File: config.mk
export PLATFORM = sky130hd
export DESIGN_NAME = cacheline_arbiter_flat
export DESIGN_NICKNAME = d
export VERILOG_FILES = /design/src/rtl/cacheline_arbiter_if.sv /design/src/rtl/cacheline_arbiter.sv /design/src/flat_wrapper.sv
export SDC_FILE = /design/constraint.sdc
export NUM_CORES = 1
export LEC_CHECK = 0
export CORE_AREA = 8 8 540 542
export DETAILED_ROUTE_END_ITERATION = 6
export DIE_AREA = 0 0 548 550
export PLACE_DENSITY = 0.32
export REMOVE_ABC_BUFFERS = 1
export SYNTH_ARGS = -nofsm -noshare
export SYNTH_HDL_FRONTEND = slang
export SYNTH_SLANG_ARGS = --single-unit
File: constraint.sdc
create_clock -name clk -period 3.6 [get_ports clk]
set_clock_uncertainty 0.1 [all_clocks]
set_input_delay 0.36 -clock clk [delete_from_list [all_inputs] [get_ports clk]]
set_output_delay 0.36 -clock clk [all_outputs]
set_load 0.005 [all_outputs]
File: src/rtl/cacheline_arbiter_if.sv
// Cacheline adaptor sharing bus: I-cache port, D-cache port and the LLC-side adaptor port.
// slave = arbiter view, master = environment (caches + adaptor) view.
interface cacheline_arbiter_if #(
    parameter int LINE_W = 256,
    parameter int ADDR_W = 32
);
    logic              i_read_i;
    logic [ADDR_W-1:0] i_address_i;
    logic [LINE_W-1:0] i_line_o;
    logic              i_resp_o;

    logic              d_read_i;
    logic              d_write_i;
    logic [ADDR_W-1:0] d_address_i;
    logic [LINE_W-1:0] d_line_i;
    logic [LINE_W-1:0] d_line_o;
    logic              d_resp_o;

    logic              mem_read_o;
    logic              mem_write_o;
    logic [ADDR_W-1:0] mem_address_o;
    logic [LINE_W-1:0] mem_line_o;
    logic [LINE_W-1:0] mem_line_i;
    logic              mem_resp_i;

    modport slave (
        input  i_read_i, i_address_i,
        input  d_read_i, d_write_i, d_address_i, d_line_i,
        input  mem_line_i, mem_resp_i,
        output i_line_o, i_resp_o,
        output d_line_o, d_resp_o,
        output mem_read_o, mem_write_o, mem_address_o, mem_line_o
    );

    modport master (
        output i_read_i, i_address_i,
        output d_read_i, d_write_i, d_address_i, d_line_i,
        output mem_line_i, mem_resp_i,
        input  i_line_o, i_resp_o,
        input  d_line_o, d_resp_o,
        input  mem_read_o, mem_write_o, mem_address_o, mem_line_o
    );
endinterface

File: src/rtl/cacheline_arbiter.sv
// Arbitrates the single cacheline adaptor between I-cache and D-cache, one recovery cycle per transaction.
// Optional CACHELINE_ARBITER_RR_EN: round-robin tie-break instead of fixed D-over-I priority.
module cacheline_arbiter #(
    parameter int LINE_W = 256,
    parameter int ADDR_W = 32
) (
    input  logic                clk,
    input  logic                reset_n,
    cacheline_arbiter_if.slave  bus
);

    typedef enum logic [1:0] {IDLE, GNT_I, GNT_D, RECOVER} state_t;

    state_t            state_q, state_d;
    logic [ADDR_W-1:0] addr_q;
    logic [LINE_W-1:0] line_q;
    logic              wr_q;

    logic i_req, d_req, load, pick_d;

    logic              mem_read, mem_write;
    logic [ADDR_W-1:0] mem_address;
    logic [LINE_W-1:0] mem_line;
    logic              i_resp, d_resp;
    logic [LINE_W-1:0] i_line, d_line;

    assign i_req = bus.i_read_i;
    assign d_req = bus.d_read_i | bus.d_write_i;
    assign load  = (state_q == IDLE) && (i_req || d_req);

`ifdef CACHELINE_ARBITER_RR_EN
    // last_d_q = 0 means I was granted last, so D wins the first tie out of reset
    logic last_d_q;

    assign pick_d = d_req && (!i_req || !last_d_q);

    always_ff @(posedge clk or negedge reset_n) begin
        if (!reset_n)  last_d_q <= 1'b0;
        else if (load) last_d_q <= pick_d;
    end
`else
    assign pick_d = d_req;
`endif

    always_ff @(posedge clk or negedge reset_n) begin
        if (!reset_n) begin
            state_q <= IDLE;
            addr_q  <= '0;
            line_q  <= '0;
            wr_q    <= 1'b0;
        end else begin
            state_q <= state_d;
            if (load) begin
                // a simultaneous D read+write resolves to the write
                addr_q <= pick_d ? bus.d_address_i : bus.i_address_i;
                line_q <= (pick_d && bus.d_write_i) ? bus.d_line_i : '0;
                wr_q   <= pick_d && bus.d_write_i;
            end
        end
    end

    always_comb begin
        state_d     = state_q;
        mem_read    = 1'b0;
        mem_write   = 1'b0;
        mem_address = '0;
        mem_line    = '0;
        i_resp      = 1'b0;
        d_resp      = 1'b0;
        i_line      = '0;
        d_line      = '0;
        case (state_q)
            IDLE: begin
                if (load) state_d = pick_d ? GNT_D : GNT_I;
            end
            GNT_I: begin
                mem_read    = !wr_q;
                mem_write   = wr_q;
                mem_address = addr_q;
                mem_line    = line_q;
                if (bus.mem_resp_i) begin
                    i_resp  = 1'b1;
                    i_line  = wr_q ? '0 : bus.mem_line_i;
                    state_d = RECOVER;
                end
            end
            GNT_D: begin
                mem_read    = !wr_q;
                mem_write   = wr_q;
                mem_address = addr_q;
                mem_line    = line_q;
                if (bus.mem_resp_i) begin
                    d_resp  = 1'b1;
                    d_line  = wr_q ? '0 : bus.mem_line_i;
                    state_d = RECOVER;
                end
            end
            RECOVER: state_d = IDLE;
            default: state_d = IDLE;
        endcase
    end

    assign bus.mem_read_o    = mem_read;
    assign bus.mem_write_o   = mem_write;
    assign bus.mem_address_o = mem_address;
    assign bus.mem_line_o    = mem_line;
    assign bus.i_resp_o      = i_resp;
    assign bus.i_line_o      = i_line;
    assign bus.d_resp_o      = d_resp;
    assign bus.d_line_o      = d_line;

`ifndef SYNTHESIS
    d_op_exclusive: assert property (@(posedge clk) disable iff (!reset_n)
        !(bus.d_read_i && bus.d_write_i))
        else $error("cacheline_arbiter: d_read_i and d_write_i both high");
`endif

endmodule

File: src/flat_wrapper.sv
// flat-port wrapper written by rule: the top's interface ports become plain ports
module cacheline_arbiter_flat 
#(
    parameter int LINE_W = 256,
    parameter int ADDR_W = 32
)
  (clk, reset_n, bus_i_read_i, bus_i_address_i, bus_d_read_i, bus_d_write_i, bus_d_address_i, bus_d_line_i, bus_mem_line_i, bus_mem_resp_i, bus_i_line_o, bus_i_resp_o, bus_d_line_o, bus_d_resp_o, bus_mem_read_o, bus_mem_write_o, bus_mem_address_o, bus_mem_line_o);
  cacheline_arbiter_if #(.LINE_W(LINE_W), .ADDR_W(ADDR_W)) bus_i ();
  input  logic clk;
  input  logic reset_n;
  input wire logic [$bits(bus_i.i_read_i)-1:0] bus_i_read_i;
  input wire logic [$bits(bus_i.i_address_i)-1:0] bus_i_address_i;
  input wire logic [$bits(bus_i.d_read_i)-1:0] bus_d_read_i;
  input wire logic [$bits(bus_i.d_write_i)-1:0] bus_d_write_i;
  input wire logic [$bits(bus_i.d_address_i)-1:0] bus_d_address_i;
  input wire logic [$bits(bus_i.d_line_i)-1:0] bus_d_line_i;
  input wire logic [$bits(bus_i.mem_line_i)-1:0] bus_mem_line_i;
  input wire logic [$bits(bus_i.mem_resp_i)-1:0] bus_mem_resp_i;
  output wire logic [$bits(bus_i.i_line_o)-1:0] bus_i_line_o;
  output wire logic [$bits(bus_i.i_resp_o)-1:0] bus_i_resp_o;
  output wire logic [$bits(bus_i.d_line_o)-1:0] bus_d_line_o;
  output wire logic [$bits(bus_i.d_resp_o)-1:0] bus_d_resp_o;
  output wire logic [$bits(bus_i.mem_read_o)-1:0] bus_mem_read_o;
  output wire logic [$bits(bus_i.mem_write_o)-1:0] bus_mem_write_o;
  output wire logic [$bits(bus_i.mem_address_o)-1:0] bus_mem_address_o;
  output wire logic [$bits(bus_i.mem_line_o)-1:0] bus_mem_line_o;
  assign bus_i.i_read_i = bus_i_read_i;
  assign bus_i.i_address_i = bus_i_address_i;
  assign bus_i.d_read_i = bus_d_read_i;
  assign bus_i.d_write_i = bus_d_write_i;
  assign bus_i.d_address_i = bus_d_address_i;
  assign bus_i.d_line_i = bus_d_line_i;
  assign bus_i.mem_line_i = bus_mem_line_i;
  assign bus_i.mem_resp_i = bus_mem_resp_i;
  assign bus_i_line_o = bus_i.i_line_o;
  assign bus_i_resp_o = bus_i.i_resp_o;
  assign bus_d_line_o = bus_i.d_line_o;
  assign bus_d_resp_o = bus_i.d_resp_o;
  assign bus_mem_read_o = bus_i.mem_read_o;
  assign bus_mem_write_o = bus_i.mem_write_o;
  assign bus_mem_address_o = bus_i.mem_address_o;
  assign bus_mem_line_o = bus_i.mem_line_o;
  cacheline_arbiter #(.LINE_W(LINE_W), .ADDR_W(ADDR_W)) u_core (.clk(clk), .reset_n(reset_n), .bus(bus_i));
endmodule
-- After elaboration in Yosys (flattened, before gate mapping)
Index checks and enable logic that the tools add are counted.
- reduce and logical (&&, ||, !) cells: 7
- bitwise logic cells: 1
- mux-type cells: 17
- eq/ne operators: 5
- operators with widths (cell ; number):
    two-way mux 256 bit ; 6
    two-way mux 32 bit ; 2
    two-way mux 2 bit ; 3
    case mux 2 bit (3 select lines) ; 1
    two-way mux 1 bit ; 5
    == test 2 bit (second input constant) ; 2
    != test 2 x 1 -> 1 bit (second input constant) ; 2
    == test 2 x 1 -> 1 bit (second input constant) ; 1
    logical AND 1 bit ; 2
    logical NOT 2 bit ; 1
    AND reduction 2 bit ; 1
    OR reduction 2 bit ; 1
    logical NOT 1 bit ; 1
    logical OR 1 bit ; 1
    OR 1 bit ; 1
- output and inout port bits: 804
- input bits: 582
- bits in registers: 291
- word-level logic and storage cells: 34

-- Depth between registers and ports, before layout
Gate-level depths: netlist of run 1.
- depth in word-level cells: 5
- gate-level depth with buffers: 8
- gate-level depth less buffers: 5

-- Least setup slack after synthesis of run 1
No wires, ideal clock.
- path type: register to output
- from: register u_core.state_q[0]
- to: output port bus_d_line_o[215]
- slack: 1.758 ns
- required time: 3.140 ns
- cell stages (with the launch flop): 7
- arrival time: 1.382 ns
- buffers on the path: 2
- cell sequence: dfrtp_1 inv_1 ha_1 nor3b_2 buf_1 clkbuf_2 and2_1
- cells in the longest elaborated chain, start to end: 2
- RTL lines (element ; RTL line ; RTL):
    start, declared ; cacheline_arbiter.sv:14 ; state_t state_q, state_d;
    start signal, assigned ; cacheline_arbiter.sv:52 ; state_q <= state_d;
    == test 2 bit ; cacheline_arbiter.sv:72 ; case (state_q)
    two-way mux 256 bit ; cacheline_arbiter.sv:72 ;
    end, declared ; flat_wrapper.sv:21 ; output wire logic [$bits(bus_i.d_line_o)-1:0] bus_d_line_o;
No other way between the ends.

-- Final worst setup path of run 1
- from: register u_core.state_q[0]
- to: output port bus_d_line_o[185]
The elaborated chain is that of the path after synthesis.

==> results.cfg, run 1 <==
[synth]
synthTopCellsByCount = and2_1, nand2_1, dfrtp_1
yosysUniqueCellTypes = 24
yosys.area.top_type = dfrtp_1
avgSynthCellArea_um2 = 7.96
synth_most_common_cell = and2_1
ys_async_sr_fraction_pct = 100
yosys_warnings = 0
synth_top_area_share_pct = 42.3
ys_seq_area_share_pct = 42.3
synth_edf_count = 0
ys.flop_type = dfrtp_1
synthesis.area_um2 = 17200
synth-seq-cells = 291
postSynthCellCount = 2164
synth.area.top_cells = dfrtp_1, and2_1, nand2_1

[sta]
hold_slack_ns = 0.165
slew_viol_final = 0
tightest_slew_ns = 1.22
period_share_pct = 95.7
setup_viol = 0
slew_headroom_pct = 19.0
hold_viol_final = 0
period_minus_slack_ns = 3.44
rsz0062_at_grt = false
fmax_mhz = 290

[detailed_routing]
drc = 0
vias = 20900
first_pass_iters = 5
drt_iter0_drc = 1022
postRouteAntennaNets = 0
wire_per_inst_um = 27.5
via_per_inst = 2.87
routed_wl_mm = 201

[place]
gp_congestion = 0.825
place_hpwl_mm = 172
io_buffers = 1385

[setup_path]
cp.arrival_ns = 2.98
path_class = reg -> out
cp_slowest_cell = clkdlybuf4s50_1
crit_chain = inv_2 -> ha_2 -> nor3b_4 -> buf_12 -> buf_16 -> and2_1 -> clkdlybuf4s50_1
worst-r2r-setup-slack_ns = 1.10
crit_family = buffers and inverters
cp-end-kind = primary output
critPathBufInv = 4
path_max_fanout = 88
reg2reg_to = u_core.addr_q[27]
cp_slowest_stage_delay_ns = 0.50
rr_startpoint = u_core.state_q[1]
reg2regPathDepth = 6
start_kind = register
required_ns = 3.14

[worst_hold_path]
hp-class = in -> reg
min_path_cells = 3
min-delay-start = bus_d_write_i
hold_path_end = u_core.wr_q

[cts]
cts_buffer_depth = 3
path_clk_slew_ns = 0.06
clock-sinks = 291
root_buffer = clkbuf_16
cts_tree = done
insertion_delay_ns = 0.61
htreeDepth = 2
numCtsBuffers = 43

[floorplanning]
die_x_um = 548
dieHeight_um = 550
core-area_um2 = 283000
placementRows = 196
fp.dieArea_um2 = 301000
initial_utilization_pct = 6.08
pin_count = 1386

[flow_run]
maxCapViolCount = 0

[global_routing]
grt_use_total_pct = 12.5
antenna_found_initial = 132
grt_max_degree = 137
gr-total-overflow = 0
grt_pass1_wl_mm = 249
grt_pass1_vias = 22100

[final_layout]
layout-drive-gt1-share_pct = 5.45
nFillCells = 32600
syn_to_final_growth_pct = 117
finalNetCount = 4074
finalCoreUtilization_pct = 13.2

[run_status]
status = finished, final reports clean

[power_and_ir_drop]
ir_drop_uv = 337
p_leak_nw = 15.0
power_density_nw_per_um2 = 628
==> flip-flops by register name, summed over array words and instances, names as in the netlist <==
name            cells
u_core.addr_q      32
u_core.state_q      2
u_core.wr_q         1
u_core.line_q     256
==> layer usage <==
layer  vias to the layer above  track usage (%)  share of wire, %
met4                        12             2.70               2.6
li1                       9423                -                 -
met2                      1205             22.2                49
met5                         -                0             0.038
met3                       269             5.55                10
met1                     10000             13.7                38
==> how the worst max path moves through the flow <==
stage                            from                end  slack [ns]  cells past startpoint
finish              u_core.state_q[0]  bus_d_line_o[185]        0.16                      7
global route        u_core.state_q[0]   bus_d_line_o[46]       0.009                      7
global placement       bus_mem_resp_i   bus_d_line_o[34]        0.22                      7
floorplan           u_core.state_q[0]  u_core.addr_q[10]       -9.78                      5
CTS                 u_core.state_q[0]  bus_d_line_o[162]        0.02                      7
detailed placement     bus_mem_resp_i  bus_d_line_o[162]        0.17                      7
==> stage by stage <==
| stage | instances | worst slack, ns | setup TNS, ns | power, mW | instance area [um^2] |
|---|---|---|---|---|---|
| floorplan | 1980 | -9.78 | -4155.15 | 9.75 | 16300 |
| global placement | 7189 | 0.223 | 0 | 19.5 | 35700 |
| detailed placement | 7189 | 0.168 | 0 | 19.5 | 35700 |
| CTS | 7277 | 0.0184 | 0 | 24.4 | 37300 |
| global route | 7293 | 0.00922 | 0 | 25.4 | 37400 |
| finish | 7304 | 0.156 | 0 | 23.5 | 37400 |
==> timing repair <==
action / in CTS / in global routing
endpoints found under the setup margin: 93 / 140
hold buffers: 1 / 0
endpoints found under the hold margin: 74 / 0
gates cloned: 2 / 3
gates resized for setup: 1 / 9
buffers inserted: 6 / 4
pin swaps: 1 / 0
==> logic make-up after synthesis <==
family	after synthesis	synth area share [%]
flip-flops	291	42.3
multiplexers	35	2.04
buffers and inverters	188	5.45
AND/OR/NAND/NOR	1611	48.8
AO/OA/AOI/OAI	35	1.13
adder cells (fa/ha/maj)	4	0.291
==> layout by cell type (no fill, tap or decap), types with 2 or more instances in the layout <==
master / count
clkinv_2: 7
nand2_1: 547
buf_4: 69
inv_1: 2
clkbuf_1: 11
clkinvlp_4: 2
nand3_1: 256
inv_16: 2
and2_1: 802
dfrtp_1: 291
clkbuf_8: 8
o21ai_1: 7
buf_8: 2
buf_6: 2
ha_2: 2
inv_6: 4
o21ai_0: 25
clkdlybuf4s50_1: 1348
bufbuf_16: 2
mux2i_1: 34
clkbuf_16: 46
buf_16: 2
bufinv_16: 2
diode_2: 20
buf_12: 33
inv_2: 2
nor3b_4: 2
==> area by class of cell <==
| cell class | count | area (um^2) | area share, % |
|---|---|---|---|
| Inverter | 4 | 15.0 | 0.0401 |
| Sequential cell | 291 | 7280 | 19.5 |
| Tap cell | 3762 | 4710 | 12.6 |
| Antenna cell | 20 | 50.0 | 0.134 |
| Timing Repair Buffer | 1463 | 14900 | 39.9 |
| Clock inverter | 17 | 185 | 0.495 |
| Clock buffer | 62 | 1230 | 3.28 |
| Multi-Input combinational cell | 1685 | 9030 | 24.1 |
==> report_power, final <==
group          switching [mW]  total [mW]  internal [mW]
combinational            7.37        13.9           6.52
clock                    1.85        4.39           2.54
sequential              0.692        5.24           4.55
total                    9.91        23.5           13.6
==> worst register-to-register path, stage by stage (launching register included) <==
cell	delay (ns)
dfrtp_1	0.40
inv_2	0.10
ha_4	0.50
o31ai_4	0.20
buf_12	0.22
nand2_1	0.69
o21ai_0	0.11
Power figures use the tool's default switching activity.
==> run 2: changes to the inputs <==
- ABC_CLOCK_PERIOD_IN_PS: unset -> 3600
- TNS_END_PERCENT: unset -> 20
==> results.cfg, run 2 (same netlist as run 1, synthesis figures left out) <==
[run_status]
status = finished, final reports clean

[global_routing]
grt_use_total_pct = 12.5
grt_max_degree = 137
antenna_found_initial = 131
gr-total-overflow = 0
grt_pass1_wl_mm = 248
grt_pass1_vias = 22100

[place]
io_buffers = 1385
dp.cells = 7189
place_area_um2 = 35700
gp_congestion = 0.825
dp_slack_ns = 0.168
place_hpwl_mm = 172

[sta]
tightest_slew_ns = 1.19
hold_slack_ns = 0.171
fmax_mhz = 289
slew_headroom_pct = 20.7
period_minus_slack_ns = 3.46
slew_viol_final = 0
period_share_pct = 96.2
hold_viol_final = 0
setup_viol = 0
worst_slack_ns = 0.136
rsz0062_at_grt = true
tns_ns = 0

[final_layout]
nFillCells = 32600
top_register = u_core.line_q
finalInstanceArea_um2 = 37300
layout-drive-gt1-share_pct = 5.29
layout_common_cells = clkdlybuf4s50_1, and2_1, nand2_1
final_cells = 7305
reg.largest.list = u_core.line_q (256), u_core.addr_q (32), u_core.state_q (2)
syn_to_final_growth_pct = 117
largest_reg_flops = 256
finalNetCount = 4069
final_common_cell = clkdlybuf4s50_1
finalCoreUtilization_pct = 13.2

[floorplanning]
initial_utilization_pct = 6.08
fp.dieArea_um2 = 301000
core-area_um2 = 283000
placementRows = 196
dieHeight_um = 550
die_x_um = 548
pin_count = 1386

[flow_run]
maxCapViolCount = 0

[detailed_routing]
wire_per_inst_um = 27.3
via_per_inst = 2.86
drc = 0
first_pass_iters = 5
routed_wl_mm = 200
vias = 20900
postRouteAntennaNets = 0
drt_iter0_drc = 978

[setup_path]
path_max_fanout = 88
worst-r2r-setup-slack_ns = 1.12
cp.arrival_ns = 3.00
path_class = reg -> out
cp-end-kind = primary output
required_ns = 3.14
start_kind = register
reg2regPathDepth = 6

[worst_hold_path]
hp-class = in -> reg
min_path_cells = 3

[cts]
numCtsBuffers = 43
htreeDepth = 2
path_clk_slew_ns = 0.06
insertion_delay_ns = 0.61
cts_buffer_depth = 3
clock-sinks = 291
cts_tree = done
root_buffer = clkbuf_16

[power_and_ir_drop]
power_density_nw_per_um2 = 628
ir_drop_uv = 333
p_total_mw = 23.4
p_leak_nw = 14.9
[run 2: per-layer routing]
metal  vias to the layer above  part of all wire, %  track usage (%)
met1                     10000                   38             13.6
met5                         -                0.038                0
met4                        12                  2.5             2.53
met2                      1175                   49             22.2
met3                       267                   10             5.58
li1                       9421                    -                -
[run 2: area by class of cell]
| cell class | instances | area (um^2) | share of cell area [%] |
|---|---|---|---|
| inverter | 4 | 15.0 | 0.0402 |
| sequential | 291 | 7280 | 19.5 |
| antenna | 26 | 65.1 | 0.174 |
| tap | 3762 | 4710 | 12.6 |
| timing repair buffer | 1458 | 14800 | 39.7 |
| clock buffer | 62 | 1230 | 3.29 |
| multi-input combinational | 1685 | 9030 | 24.2 |
| clock inverter | 17 | 185 | 0.496 |
[run 2: power breakdown]
part	leakage [nW]	switching, mW	internal [mW]	total (mW)
sequential	3.75	0.694	4.55	5.25
combinational	10.5	7.34	6.48	13.8
clock	0.694	1.84	2.54	4.38
total	14.9	9.87	13.6	23.4
[run 2: final timing paths]
kind                                    startpoint                 end
worst min register to register  u_core.line_q[119]  u_core.line_q[119]
worst min-delay path                 bus_d_write_i         u_core.wr_q
worst max register to register   u_core.state_q[1]   u_core.addr_q[27]
min in group asynchronous                  reset_n  u_core.line_q[241]
max in group asynchronous                  reset_n  u_core.line_q[170]
worst max-delay path             u_core.state_q[0]   bus_d_line_o[164]
[run 2: repair_timing]
action	CTS	global route
resized for setup	2	8
hold buffers	1	0
setup buffers	5	2
hold endpoints to repair	74	0
cloned	1	2
endpoints found under the setup margin	93	187
pin swaps	1	0
[run 2: worst max-delay path, cell delays in order (launching register included)]
cell	delay, ns
dfrtp_1	0.39
inv_2	0.11
ha_1	0.21
nor3b_4	0.25
buf_12	0.24
buf_16	0.26
and2_4	0.21
clkdlybuf4s50_1	0.51
